`src/rtl/bcd_serial_adder.sv`:
```
// bcd_serial_adder: digit-serial BCD adder/subtractor (ten's complement) with valid/ready handshakes.
// One digit per cycle, least significant first; the result is held until consumed.
module bcd_serial_adder #(
    parameter int DIGITS = 4
) (
    input  logic                clk,
    input  logic                rst,
    input  logic                in_valid,
    output logic                in_ready,
    input  logic [4*DIGITS-1:0] a,
    input  logic [4*DIGITS-1:0] b,
    input  logic                sub,
    output logic                out_valid,
    input  logic                out_ready,
    output logic [4*DIGITS-1:0] sum,
    output logic                cout,
    output logic                err
);
    localparam int W = 4 * DIGITS;
    typedef enum logic [1:0] {IDLE, CALC, DONE} state_t;
    state_t state, state_nx;
    logic [W-1:0] a_r, b_r, acc;
    logic [W+3:0] cat;
    logic [4:0] idx, t;
    logic [3:0] bd, digit;
    logic sub_r, carry, bad, bad_nx, carry_nx, last;
    assign bd = sub_r ? 4'd9 - b_r[3:0] : b_r[3:0];
    assign t = {1'b0, a_r[3:0]} + {1'b0, bd} + {4'd0, carry};
    assign carry_nx = t > 5'd9;
    assign digit = carry_nx ? t[3:0] + 4'd6 : t[3:0];
    // New digit enters at the top; after DIGITS shifts digit 0 sits at the bottom.
    assign cat = {digit, acc};
    assign bad_nx = bad | (a_r[3:0] > 4'd9) | (b_r[3:0] > 4'd9);
    assign last = idx == 5'(DIGITS - 1);
    assign in_ready = state == IDLE;
    assign out_valid = state == DONE;
    always_ff @(posedge clk or posedge rst) begin
        if (rst) state <= IDLE;
        else state <= state_nx;
    end
    always_comb begin
        state_nx = state;
        if (state == IDLE && in_valid) state_nx = CALC;
        if (state == CALC && last) state_nx = DONE;
        if (state == DONE && out_ready) state_nx = IDLE;
    end
    always_ff @(posedge clk or posedge rst) begin
        if (rst) begin
            a_r   <= '0;
            b_r   <= '0;
            acc   <= '0;
            sub_r <= 1'b0;
            carry <= 1'b0;
            bad   <= 1'b0;
            idx   <= '0;
            sum   <= '0;
            cout  <= 1'b0;
            err   <= 1'b0;
        end else if (state == IDLE && in_valid) begin
            a_r   <= a;
            b_r   <= b;
            acc   <= '0;
            sub_r <= sub;
            carry <= sub;
            bad   <= 1'b0;
            idx   <= '0;
        end else if (state == CALC) begin
            a_r   <= a_r >> 4;
            b_r   <= b_r >> 4;
            acc   <= cat[W+3:4];
            carry <= carry_nx;
            bad   <= bad_nx;
            idx   <= idx + 5'd1;
            if (last) begin
                sum  <= bad_nx ? '0 : cat[W+3:4];
                cout <= carry_nx & ~bad_nx;
                err  <= bad_nx;
            end
        end
    end
endmodule

```
`config.mk`:
```
export PLATFORM = sky130hd
export DESIGN_NAME = bcd_serial_adder
export DESIGN_NICKNAME = d
export VERILOG_FILES = /design/src/rtl/bcd_serial_adder.sv
export SDC_FILE = /design/constraint.sdc
export NUM_CORES = 1
export LEC_CHECK = 0
export ABC_CLOCK_PERIOD_IN_PS = 3200
export BUFFER_PORTS_ARGS = -buffer_cell sky130_fd_sc_hd__buf_2
export CORE_UTILIZATION = 35
export DETAILED_ROUTE_END_ITERATION = 8
export MAX_ROUTING_LAYER = met4
export PLACE_DENSITY = 0.58
export SLEW_MARGIN = 20
export SYNTH_ARGS = -nofsm -noshare
export SYNTH_HDL_FRONTEND = slang
export SYNTH_SLANG_ARGS = --single-unit
```
`constraint.sdc`:
```
create_clock -name clk -period 3.2 [get_ports clk]
set_input_delay 0.64 -clock clk [delete_from_list [all_inputs] [get_ports clk]]
set_output_delay 0.64 -clock clk [all_outputs]
set_load 0.1 [all_outputs]
```
==> run_results.csv <==
group,metric,value,unit
worst_setup_path,crit_fanout,4,
timing,period_needed,2.72,ns
global_route,track_usage,16.0,%
layout,antenna_cells,0,
worst_setup_path,crit_arrival,2.97,ns
synthesis,ys_warn_count,0,
drt,drt_iter0_markers,81,
worst_setup_path,crit_type,"flop to flop",
timing,setup_viol,0,
synthesis,syn_nets,360,
clock_tree,cts_hold_buf,0,
outcome,outcome,"complete, no violations",
place,globalplace.congestion,0.754,
layout,final_cell_mix,"nand2_1 (93), dfrtp_1 (72), buf_2 (56), o21ai_0 (26), a22oi_1 (21)",
hold_path,hp-class,"primary input to asynchronous set/reset pin",
timing,fin_ws,0.476,ns
synthesis,synth_area_leader_cell,"dfrtp_1",
timing,rsz0062_at_grt,"no",
synthesis,synth-edff-count,0,
clock_tree,cts_max_level,3,
clock_tree,post-cts-setup-buffers,0,
power,power_density,1150,nW/µm²
clock_tree,cts.repair.resized,0,
synthesis,seq_area_frac_synth,57.5,%
synthesis,ys_ff_latch,72,
floorplanning,dieWidth,96.6,µm
worst_setup_path,path_cells,"inv_1 > ha_1 > nand2_1 > o21ai_0 > ha_1 > xnor2_1 > ha_1 > and2_1 > o41a_1 > mux2_2 > o21ai_0",
drt,antenna_left,0,
place,port_buffers,56,
layout,synthToLayoutAreaGrowth,19.2,%
power,vdd_ir_drop_max,0.000311,V
timing,fmax,0.367,GHz
floorplanning,start_util,36.1,%
synthesis,syn_inst,315,
floorplanning,num_io_pins,57,
synthesis,synth_top_cell_area_share,57.5,%
clock_tree,clk_path_buf_depth,2,
flow_run,cap_violations,0,
place,hpwl,4260,µm
clock_tree,root_buffer,"clkbuf_8",
clock_tree,path_clk_slew,0.08,ns
place,place_ws,0.479,ns
synthesis,synthTopCellsByArea,"dfrtp_1 (58%), nand2_1 (11%), a22oi_1 (5.0%), o21ai_0 (4.2%), a22o_1 (3.4%)",
global_route,grt_pass1_wl,11000,µm
layout,final_core_util,43.0,%
synthesis,synth-main-ff-cell,"dfrtp_1",
drt,firstDrtPassIters,4,
synthesis,async_flop_share,100,%
timing,fin_crit_sh,85.1,%
global_route,grt_max_degree,45,
floorplanning,std_cell_rows,34,
timing,finalSetupTns,0,ns
synthesis,synth_cell_types,36,
global_route,grt_overflow,0,
worst_setup_path,cpMaxStageDelayCell,"dfrtp_1",
layout,fill_cells,871,
timing,relSlewSlack,34.8,%
worst_setup_path,worst_ep_required_time,3.45,ns
floorplanning,die-area,9330,µm²
worst_setup_path,endpoint_kind,"flop",
global_route,grt_pass1_vias,2432,
synthesis,synth_area_per_cell,9.94,µm²
floorplanning,core,8680,µm²
layout,drive_above_1_share,21.4,%
layout,final_common_cell,"nand2_1",
worst_setup_path,start_kind,"flop",
clock_tree,clock_sinks,72,
power,p_leak,1.89,nW
timing,worst_pin_slew,0.976,ns
clock_tree,tritoncts,"yes",
drt,vias,2399,
floorplanning,die_y,96.6,µm
timing,finalMaxSlewViolations,0,
synthesis,synthesis.area,3130,µm²
worst_setup_path,crit_path_frequent_cell,"ha_1",
drt,wl_per_cell,13.2,µm
worst_setup_path,max_stage_delay,0.41,ns
drt,vias_per_cell,4.99,
timing,hold_viol,0,
layout,final_net_count,413,
drt,routed_wl,6350,µm
timing,clock-skew-final,0.00916,ns
drt,drc,0,
global_route,antenna_found_initial,0,
clock_tree,insertion_delay,0.34,ns
clock_tree,cts_made_buffers,9,
-- where the power goes --
| group | leakage, nW | total [W] | internal, W | switching [W] |
|---|---|---|---|---|
| clock network | 0.110 | 0.000778 | 0.000440 | 0.000338 |
| logic | 0.830 | 0.00204 | 0.000572 | 0.00147 |
| registers | 0.953 | 0.00146 | 0.00125 | 0.000213 |
| total | 1.89 | 0.00428 | 0.00226 | 0.00202 |
-- area by class of cell --
type	instances	area, µm²	area share, %
multi-input combinational	217	1220	32.8
timing repair buffer	60	323	8.65
inverter	8	30.0	0.805
tap	108	135	3.62
clock buffer	9	124	3.32
clock inverter	7	95.1	2.55
sequential	72	1800	48.3
-- synth_stat cells, types with 2 or more instances --
master and instances:
fa_1 2, dfrtp_1 72, clkbuf_1 15, nand2_1 93, nor2_1 7, o21ai_0 26, xnor2_1 4, nor3_1 3
nand3_1 17, a221o_1 3, a22oi_1 21, nand4_1 2, inv_1 8, ha_1 6, a21oi_1 3, and2_1 2
a22o_1 12
-- per-layer routing --
metal / vias up / global-route usage, % / wire [µm] / part of all wire [%]
li1: 1189 / - / - / -
met1: 1141 / 18.2 / 2970 / 47
met2: 59 / 26.5 / 3020 / 48
met3: 10 / 4.38 / 266 / 4.2
met4: 0 / 6.37 / 86 / 1.4
met5: - / - / 0 / 0
-- final timing paths --
kind / slack, ns / to / startpoint / depth (start not counted)
min in group clk: 0.48 / b_r[7] / b_r[7] / 2
hold / removal: 0.41 / a_r[10] / rst / 2
hold reg to reg: 0.48 / b_r[7] / b_r[7] / 2
setup reg to reg: 0.48 / acc[14] / b_r[1] / 11
max in group asynchronous: 2.14 / cout / rst / 3
setup / recovery: 0.48 / acc[14] / b_r[1] / 11
-- critical path: cells and delay by family, from the launching register on --
| family | cells | cell delay, ns |
|---|---|---|
| multiplexers | 1 | 0.30 |
| AND/OR/NAND/NOR | 2 | 0.20 |
| adder cells (fa/ha/maj) | 3 | 0.87 |
| AO/OA/AOI/OAI | 3 | 0.59 |
| XOR/XNOR | 1 | 0.17 |
| flip-flops | 1 | 0.41 |
| buffers and inverters | 1 | 0.08 |
-- registers in the layout, summed over array words and instances, names as in the netlist --
signal,flops
a_r,16
sum,16
idx,5
err,1
bad,1
sub_r,1
carry,1
acc,12
state,2
b_r,16
cout,1
-- through the flow --
step / instances / hold WS, ns / power, W / instance area (µm²)
after floorplan: 315 / 0.446 / 0.00313 / 3130
after global placement: 465 / 0.458 / 0.00351 / 3510
after detailed placement: 465 / 0.463 / 0.00355 / 3510
after CTS: 481 / 0.426 / 0.00434 / 3730
after global routing: 481 / 0.450 / 0.00462 / 3730
final: 481 / 0.410 / 0.00428 / 3730
-- kinds of logic (layout without fill, tap and decap cells) --
kind of cell	count (synthesis)	in the layout	share of synthesized area, %
AOI/OAI and AO/OA	71	71	15.5
adders and majority gates	8	8	3.68
and+or+nand+nor	133	133	18.4
muxes	1	1	0.360
DFF	72	72	57.5
buffers and inverters	26	84	3.40
xor gates and xnor gates	4	4	1.12
Power figures use the tool's default switching activity.
